[src/rtl/sincos_cordic_if.sv]
// sincos_cordic handshake bundle: start/angle request, busy/valid status,
// sin/cos results. master = requester, slave = CORDIC engine.
interface sincos_cordic_if #(
  parameter int D_WIDTH = 32
);
  logic                      start;
  logic [15:0]               angle;
  logic                      busy;
  logic                      valid;
  logic signed [D_WIDTH-1:0] sin;
  logic signed [D_WIDTH-1:0] cos;

  modport master (
    output start, angle,
    input  busy, valid, sin, cos
  );

  modport slave (
    input  start, angle,
    output busy, valid, sin, cos
  );
endinterface

[src/rtl/sincos_cordic.sv]
// Iterative 14-step CORDIC sine/cosine, one result per 16 cycles.
// Ports: clk, rst_n (async low), io (slave: start/angle in, busy/valid/sin/cos out).
module sincos_cordic #(
  parameter int D_WIDTH = 32,
  parameter int Q_BITS  = 10
) (
  input  logic           clk,
  input  logic           rst_n,
  sincos_cordic_if.slave io
);

  typedef enum logic [1:0] {
    IDLE,
    ROT,
    OUT
  } state_t;

  localparam int SH = 16 - Q_BITS;
  localparam logic signed [19:0] K   = 20'sd39797;
  localparam logic signed [19:0] RND = 20'sd1 <<< (15 - Q_BITS);

  state_t             st;
  logic signed [19:0] x;
  logic signed [19:0] y;
  logic signed [15:0] z;
  logic [3:0]         cnt;
  logic               neg;

  logic signed [15:0] at;
  logic signed [19:0] xs;
  logic signed [19:0] ys;
  logic signed [19:0] xr;
  logic signed [19:0] yr;
  logic signed [19:0] xo;
  logic signed [19:0] yo;
  logic               flip;
  logic [15:0]        z0;
  logic               d;

  always_comb begin
    at = '0;
    case (cnt)
      4'd0:  at = 16'sd8192;
      4'd1:  at = 16'sd4836;
      4'd2:  at = 16'sd2555;
      4'd3:  at = 16'sd1297;
      4'd4:  at = 16'sd651;
      4'd5:  at = 16'sd326;
      4'd6:  at = 16'sd163;
      4'd7:  at = 16'sd81;
      4'd8:  at = 16'sd41;
      4'd9:  at = 16'sd20;
      4'd10: at = 16'sd10;
      4'd11: at = 16'sd5;
      4'd12: at = 16'sd3;
      4'd13: at = 16'sd1;
      default: at = '0;
    endcase
  end

  assign xs = x >>> cnt;
  assign ys = y >>> cnt;
  assign d  = ~z[15];

  // Quadrants 1 and 2 are rotated by pi into [-pi/2, pi/2);
  // adding 0x8000 is just flipping the MSB.
  assign flip = io.angle[15] ^ io.angle[14];
  assign z0   = flip ? {~io.angle[15], io.angle[14:0]} : io.angle;

  assign xr = (x + RND) >>> SH;
  assign yr = (y + RND) >>> SH;
  assign xo = neg ? -xr : xr;
  assign yo = neg ? -yr : yr;

  always_ff @(posedge clk or negedge rst_n) begin
    if (!rst_n) begin
      st       <= IDLE;
      x        <= '0;
      y        <= '0;
      z        <= '0;
      cnt      <= '0;
      neg      <= 1'b0;
      io.busy  <= 1'b0;
      io.valid <= 1'b0;
      io.sin   <= '0;
      io.cos   <= '0;
    end else begin
      io.valid <= 1'b0;
      case (st)
        IDLE: begin
          if (io.start) begin
            x       <= K;
            y       <= '0;
            z       <= z0;
            neg     <= flip;
            cnt     <= '0;
            io.busy <= 1'b1;
            st      <= ROT;
          end
        end
        ROT: begin
          if (d) begin
            x <= x - ys;
            y <= y + xs;
            z <= z - at;
          end else begin
            x <= x + ys;
            y <= y - xs;
            z <= z + at;
          end
          cnt <= cnt + 4'd1;
          if (cnt == 4'd13) st <= OUT;
        end
        OUT: begin
          io.sin   <= D_WIDTH'(yo);
          io.cos   <= D_WIDTH'(xo);
          io.valid <= 1'b1;
          io.busy  <= 1'b0;
          st       <= IDLE;
        end
        default: st <= IDLE;
      endcase
    end
  end

endmodule

[src/flat_wrapper.sv]
// flat-port wrapper written by rule: the top's interface ports become plain ports
module sincos_cordic_flat 
#(
  parameter int D_WIDTH = 32,
  parameter int Q_BITS  = 10
)
  (clk, rst_n, io_start, io_angle, io_busy, io_valid, io_sin, io_cos);
  sincos_cordic_if #(.D_WIDTH(D_WIDTH)) io_i ();
  input  logic clk;
  input  logic rst_n;
  input wire logic [$bits(io_i.start)-1:0] io_start;
  input wire logic [$bits(io_i.angle)-1:0] io_angle;
  output wire logic [$bits(io_i.busy)-1:0] io_busy;
  output wire logic [$bits(io_i.valid)-1:0] io_valid;
  output wire logic [$bits(io_i.sin)-1:0] io_sin;
  output wire logic [$bits(io_i.cos)-1:0] io_cos;
  assign io_i.start = io_start;
  assign io_i.angle = io_angle;
  assign io_busy = io_i.busy;
  assign io_valid = io_i.valid;
  assign io_sin = io_i.sin;
  assign io_cos = io_i.cos;
  sincos_cordic #(.D_WIDTH(D_WIDTH), .Q_BITS(Q_BITS)) u_core (.clk(clk), .rst_n(rst_n), .io(io_i));
endmodule
[config.mk]
export PLATFORM = sky130hd
export DESIGN_NAME = sincos_cordic_flat
export DESIGN_NICKNAME = d
export VERILOG_FILES = /design/src/rtl/sincos_cordic_if.sv /design/src/rtl/sincos_cordic.sv /design/src/flat_wrapper.sv
export SDC_FILE = /design/constraint.sdc
export NUM_CORES = 1
export LEC_CHECK = 0
export BUFFER_PORTS_ARGS = -buffer_cell sky130_fd_sc_hd__buf_2
export CAP_MARGIN = 20
export CORE_UTILIZATION = 25
export DETAILED_ROUTE_END_ITERATION = 10
export SLEW_MARGIN = 20
export SYNTH_ARGS = -nofsm -noshare
export SYNTH_HDL_FRONTEND = slang
export SYNTH_SLANG_ARGS = --single-unit
[constraint.sdc]
create_clock -name clk -period 4.5 [get_ports clk]
set_clock_uncertainty 0.1 [all_clocks]
set_input_delay 0.9 -clock clk [delete_from_list [all_inputs] [get_ports clk]]
set_output_delay 0.9 -clock clk [all_outputs]
set_load 0.02 [all_outputs]
# Word level (Yosys, flattened, before mapping)
# Memories as Yosys holds them, arrays and structs flattened.
# Cells that the tools add are included.
dict set report totals {
  in_bits 19
  wordCells 58
  mem_count 1
  out_inout_bits 66
  regBits 105
  rom_bits 224
}
dict set report op_classes {
  add_sub_neg 11
  bitwise 2
  n_eq_ne 5
  n_reduce_logical 7
  muxes 20
  n_shift 2
}
# name depth word_bits rd rd_clocked_by_memory_dff wr line
set memory_table {}
lappend memory_table {{(no name shown)} 16 14 1 0 0 sincos_cordic.sv:42} ;# case (cnt)
# cell count
set ops {}
lappend ops {{$mux 20} 6}
lappend ops {{$pmux 20 s2} 2}
lappend ops {{$mux 16} 3}
lappend ops {{$add 20x20->20} 2}
lappend ops {{$add 20x7->20 const B} 2}
lappend ops {{$neg 14->20} 2}
lappend ops {{$sshr 20x4->20} 2}
lappend ops {{$sub 20x20->20} 2}
lappend ops {{$pmux 16 s2} 1}
lappend ops {{$add 16x16->16} 1}
lappend ops {{$sub 16x16->16} 1}
lappend ops {{$pmux 4 s2} 1}
lappend ops {{$reduce_and 2->1} 4}
lappend ops {{$add 4x1->4 const B} 1}
lappend ops {{$eq 4x4->1 const B} 1}
lappend ops {{$mux 2} 2}
lappend ops {{$mux 4} 1}
lappend ops {{$pmux 2 s2} 1}
lappend ops {{$reduce_bool 2->1} 2}
lappend ops {{$eq 2x1->1 const B} 1}
lappend ops {{$eq 2x2->1 const B} 1}
lappend ops {{$logic_not 2->1} 1}
lappend ops {{$mux 1} 2}
lappend ops {{$ne 2x1->1 const B} 1}
lappend ops {{4 further kinds} 4}

# Longest topological paths before layout
dict set report depth {
  ltp_word 4
  depth_mapped 24
  mapped_depth_nobuf 21
}

# Worst setup path after synthesis
# Ideal clock, no wire load.
dict set report synth_path {
  path_type {register -> register}
  from {register u_core.cnt[0]}
  to {register u_core.z[14]}
  required_ns 4.317
  stages_incl_launch_ff 22
  t_arrival_ns 4.576
  path_slack_ns -0.259
  n_path_buf 2
  setup_time_ns 0.083
  synth_period_minus_slack_ns 4.759
  path_cell_list {dfrtp_1 > inv_1 > buf_1 > ha_1 > buf_2 > a21oi_1 > nor2_1 > a221oi_1 > ha_1 > nand2_1 > o21ai_0 > fa_1 > a21o_1 > a21oi_1 > o21bai_1 > a21oi_1 > o21ai_0 > a211oi_1 > nor2_1 > o41ai_1 > mux2_2 > o21ai_0}
}
dict set report synth_between {
  elab_chain_len 4
}
# item line
set synth_lines {}
lappend synth_lines {{start: declaration} sincos_cordic.sv:26} ;# logic [3:0] cnt;
lappend synth_lines {{start signal: assignment} sincos_cordic.sv:111} ;# cnt <= cnt + 4'd1;
lappend synth_lines {{$mem_v2 16x14 (*)} n/a}
lappend synth_lines {{$sub 16x16->16 or $add 16x16->16 (tied branches)} {sincos_cordic.sv:105, sincos_cordic.sv:109}}
lappend synth_lines {{$mux 16 (*)} sincos_cordic.sv:102} ;# if (d) begin
lappend synth_lines {{$pmux 16 s2 (*)} sincos_cordic.sv:89} ;# case (st)
lappend synth_lines {{end signal: assignment} sincos_cordic.sv:94} ;# z <= z0;
lappend synth_lines {{end signal: assignment} sincos_cordic.sv:105} ;# z <= z - at;
lappend synth_lines {{end signal: assignment} sincos_cordic.sv:109} ;# z <= z + at;
lappend synth_lines {{end: declaration} sincos_cordic.sv:25} ;# logic signed [15:0] z;
# Mark *: on every way between the ends. The rest lies on a longest branch, timed or not.
# A chain may end at the register's enable or synchronous reset.

# Worst setup path after layout
dict set report layout_path {
  from {register u_core.cnt[0]}
  to {register u_core.y[19]}
}
dict set report layout_between {
  elab_chain_len 4
}
# item line
set layout_lines {}
lappend layout_lines {{$sshr 20x4->20 (*)} sincos_cordic.sv:61} ;# assign xs = x >>> cnt;
lappend layout_lines {{$add 20x20->20 or $sub 20x20->20 (tied branches)} {sincos_cordic.sv:104, sincos_cordic.sv:108}}
lappend layout_lines {{$mux 20 (*)} sincos_cordic.sv:102}
lappend layout_lines {{$pmux 20 s2 (*)} sincos_cordic.sv:89}
lappend layout_lines {{end signal: assignment} sincos_cordic.sv:104} ;# y <= y + xs;
lappend layout_lines {{end signal: assignment} sincos_cordic.sv:108} ;# y <= y - xs;
lappend layout_lines {{end: declaration} sincos_cordic.sv:24} ;# logic signed [19:0] y;
# Marked as above.

==> reports/qor.yml <==
place.gp.congestion: 0.902
cts_tree: "yes"
drtPass1Iterations: 7
reg2reg_to: "u_core.y[19]$_DFFE_PN0P_"
finalNonFillerCells: 2231
layout-drive-gt1-share_pct: 33.9
setup_viol: 2
preCtsSetupSlack_ps: -263
synth_area_sq_um: 11400
yosys.area_share.simple_pct: 18.4
cts.path.max_buffers: 2
synth_seq_area_share_pct: 23.1
syn-num-nets: 1476
drc: 0
final_util_pct: 33.8
area_delta_synth_final_pct: 32.4
ctsHoldBuffers: 0
synth_top_family_by_area: "compound AO/OA/AOI/OAI gates"
synthArstFlopShare_pct: 100
ys_ff_latch: 105
violations: "negative setup slack"
grt_pass1_wl_microns: 58400
track_usage_pct: 15.8
synth_mux_area_share_pct: 13.9
synth-compound-area-share_pct: 19.2
critPathMaxFanout: 10
critPathArrivalTime_ps: 4800
synth_cell_type_count: 73
cts.sinks: 105
grt_max_degree: 60
synth_ff_type: "dfrtp_1"
period_share_pct: 102
overflow: 0
relSlewSlack_pct: 46.1
max_slew.worst_pin.slew_ps: 809
rsz0062_at_grt: "true"
cts_buffers: 9
htreeDepth: 3
drt_wl_total_microns: 37000
layout.nets: 1724
r2r_start: "u_core.cnt[0]$_DFFE_PN0P_"
endpoint: "u_core.y[19]$_DFFE_PN0P_"
synth_fa_ha_area_share_pct: 8.01
synth-edff-count: 0
die-width_microns: 215
hold_violations: 0
hpwl_microns: 27700
start_util_pct: 25.5
start_kind: "flip-flop"
num_vias: 11300
first_global_vias: 10800
slew_viol_final: 0
path_clk_slew_ps: 80
crit_type: "flip-flop to flip-flop"
die_h_microns: 215
r2r_slack_ps: -70
post_drt_wl_per_cell_microns: 16.6
yosysWarnings: 0
worst_slack_ps: -74.7
rows: 77
vias_per_cell: 5.05
worstSetupStartpoint: "u_core.cnt[0]$_DFFE_PN0P_"
cts-root-buf: "clkbuf_16"
worstPathRequired_ps: 4720
syn-mean-instance-area_sq_um: 8.21
dieArea_sq_um: 46300
n_antenna_cell: 0
io-pin-count: 85
fin_crit_ps: 4570
maxCapViolCount: 0
antenna_found_initial: 0
clkLatencyLatePin_ps: 390
core_area_sq_um: 44500
postRouteAntennaNets: 0
port_buffers: 84
dp_cells: 2178
synthCells: 1386
rr_worst_depth: 20
synthXorXnorAreaFrac_pct: 10.7
drtIter0Drc: 950
critical_path.endpoint_type: "flip-flop"
status: "complete, but fails checks"
max_freq_mhz: 219
fillers: 4634
hp-class: "flip-flop to flip-flop"
-- cells in the final DEF (no fill, tap or decap), types with 6 or more instances in the layout --
| cell type | instances |
|---|---|
| mux4_2 | 37 |
| o21ai_1 | 15 |
| buf_2 | 83 |
| o21ai_0 | 97 |
| buf_4 | 258 |
| nand3_1 | 51 |
| ha_1 | 60 |
| inv_1 | 38 |
| or2_2 | 11 |
| clkbuf_16 | 9 |
| o31ai_1 | 9 |
| a21oi_1 | 58 |
| mux2i_1 | 39 |
| a21o_1 | 22 |
| mux2_4 | 6 |
| nand4_1 | 11 |
| nor2b_1 | 11 |
| xnor2_1 | 85 |
| nor3_1 | 25 |
| buf_12 | 10 |
| nor2_1 | 89 |
| buf_6 | 8 |
| mux2_2 | 17 |
| o211ai_1 | 6 |
| o21ai_2 | 12 |
| a22oi_1 | 6 |
| a31oi_1 | 25 |
| a211oi_1 | 7 |
| or3_1 | 7 |
| o22ai_1 | 6 |
| and2_1 | 9 |
| a21oi_2 | 23 |
| o21a_1 | 13 |
| dfrtp_1 | 103 |
| nand2b_1 | 18 |
| nand2_1 | 163 |
| xor2_1 | 45 |
| and3_1 | 8 |
-- cells by family (layout without fill, tap and decap cells) --
group | Yosys count | in the layout
compound gates | 356 | 356
xor+xnor | 139 | 139
fa+ha+maj | 71 | 71
buf+inv | 165 | 418
flops | 105 | 105
mux | 103 | 103
simple gates | 447 | 447
-- final cells by class --
| class | count | area, sq um | share of cell area (%) |
|---|---|---|---|
| clock buffers | 10 | 229 | 1.52 |
| multi-input cells | 1116 | 8560 | 56.9 |
| clock inverters | 6 | 60.1 | 0.399 |
| well taps | 592 | 741 | 4.92 |
| flip-flops and latches | 105 | 2630 | 17.5 |
| repair buffers | 360 | 2670 | 17.7 |
| inverters | 42 | 160 | 1.06 |
-- stage by stage --
| step | instance area [sq um] | hold slack (ps) | setup TNS (ps) |
|---|---|---|---|
| after floorplan | 11400 | 369 | -18.8 |
| after global placement | 13900 | 353 | -838 |
| after detailed placement | 13900 | 360 | -1480 |
| after CTS | 14500 | 379 | -127 |
| after global routing | 15100 | 398 | -1430 |
| final | 15100 | 373 | -77.8 |
-- synth_stat cells, types with 5 or more instances --
| master | number | share of area (%) |
|---|---|---|
| nand4_1 | 11 | 0.61 |
| o31ai_1 | 11 | 0.73 |
| ha_1 | 68 | 7.5 |
| nor3b_1 | 6 | 0.40 |
| and2_1 | 12 | 0.66 |
| or3_1 | 8 | 0.44 |
| nand3_1 | 52 | 2.3 |
| a21oi_1 | 84 | 3.7 |
| clkbuf_1 | 73 | 2.4 |
| mux2_2 | 22 | 2.2 |
| xor2_1 | 48 | 3.7 |
| o21ai_0 | 123 | 5.4 |
| a31oi_1 | 25 | 1.4 |
| or2_2 | 11 | 0.61 |
| inv_1 | 40 | 1.3 |
| nand2b_1 | 20 | 1.1 |
| o21bai_1 | 5 | 0.33 |
| buf_4 | 28 | 1.8 |
| o22ai_1 | 6 | 0.33 |
| a211oi_1 | 11 | 0.73 |
| buf_2 | 13 | 0.57 |
| a221oi_1 | 6 | 0.46 |
| a21o_1 | 22 | 1.5 |
| nand2_1 | 165 | 5.4 |
| o211ai_1 | 6 | 0.40 |
| a22oi_1 | 6 | 0.40 |
| o21a_1 | 13 | 0.86 |
| mux4_2 | 35 | 6.9 |
| nor2_1 | 92 | 3.0 |
| xnor2_1 | 91 | 7.0 |
| mux2i_1 | 40 | 3.5 |
| nor2b_1 | 13 | 0.72 |
| nor3_1 | 27 | 1.2 |
| dfrtp_1 | 105 | 23 |
| and3_1 | 11 | 0.61 |
| buf_1 | 5 | 0.17 |
| a41oi_1 | 5 | 0.39 |
-- worst min-delay path by stage --
stage / from / end / slack, ps / cells after the start
6_report: u_core.io.cos[15]$_DFFE_PN0P_ / u_core.io.cos[15]$_DFFE_PN0P_ / 370 / 2
5_1_grt: u_core.io.cos[14]$_DFFE_PN0P_ / u_core.io.cos[14]$_DFFE_PN0P_ / 400 / 1
4_1_cts: u_core.io.cos[15]$_DFFE_PN0P_ / u_core.io.cos[15]$_DFFE_PN0P_ / 380 / 2
3_5_place_dp: u_core.io.cos[15]$_DFFE_PN0P_ / u_core.io.cos[15]$_DFFE_PN0P_ / 360 / 2
3_3_place_gp: u_core.io.cos[18]$_DFFE_PN0P_ / u_core.io.cos[18]$_DFFE_PN0P_ / 350 / 1
2_1_floorplan: u_core.y[0]$_DFFE_PN0P_ / u_core.y[0]$_DFFE_PN0P_ / 370 / 2
-- per-layer routing --
layer | wire length (microns) | GRT usage [%] | part of all wire (%) | vias up
met5 | 0 | 0 | 0 | -
met4 | 626 | 4.04 | 1.7 | 0
met3 | 1940 | 2.11 | 5.2 | 40
met2 | 17400 | 25.8 | 47 | 359
met1 | 17100 | 21.7 | 46 | 5432
li1 | - | - | - | 5437
-- state kept, by name (all words and copies together) (netlist names) --
name / cells
u_core.y: 20
u_core.z: 16
u_core.st: 2
u_core.x: 20
u_core.io.sin: 20
u_core.cnt: 4
u_core.neg: 1
u_core.io.busy: 1
u_core.io.cos: 20
u_core.io.valid: 1
-- what timing repair did --
action                                 in CTS  in global routing
pin swaps                                  16                 47
setup endpoints to repair                  16                 23
buffers inserted                           19                 18
resized for setup                          46                111
cloned                                      2                  0
endpoints found under the hold margin       0                  0
-- critical path, stage by stage (launching register included) --
cell      delay (ps)
dfrtp_2          450
buf_12           160
mux4_2           550
mux2_2           330
mux2i_4          150
and2b_1          160
nand4b_1         130
or3_1            350
and2_4           170
xnor2_2          120
ha_1             290
a21o_1           160
a21o_1           180
a21oi_2          140
nor2b_1           80
a41oi_2          210
a21oi_2           90
a31oi_1          180
xnor2_1          110
or3_1            310
o21ai_1           80
Power is left out: the tool's default activity adds up to more than one toggle a clock period on the data nets, which glitch-free logic cannot reach.
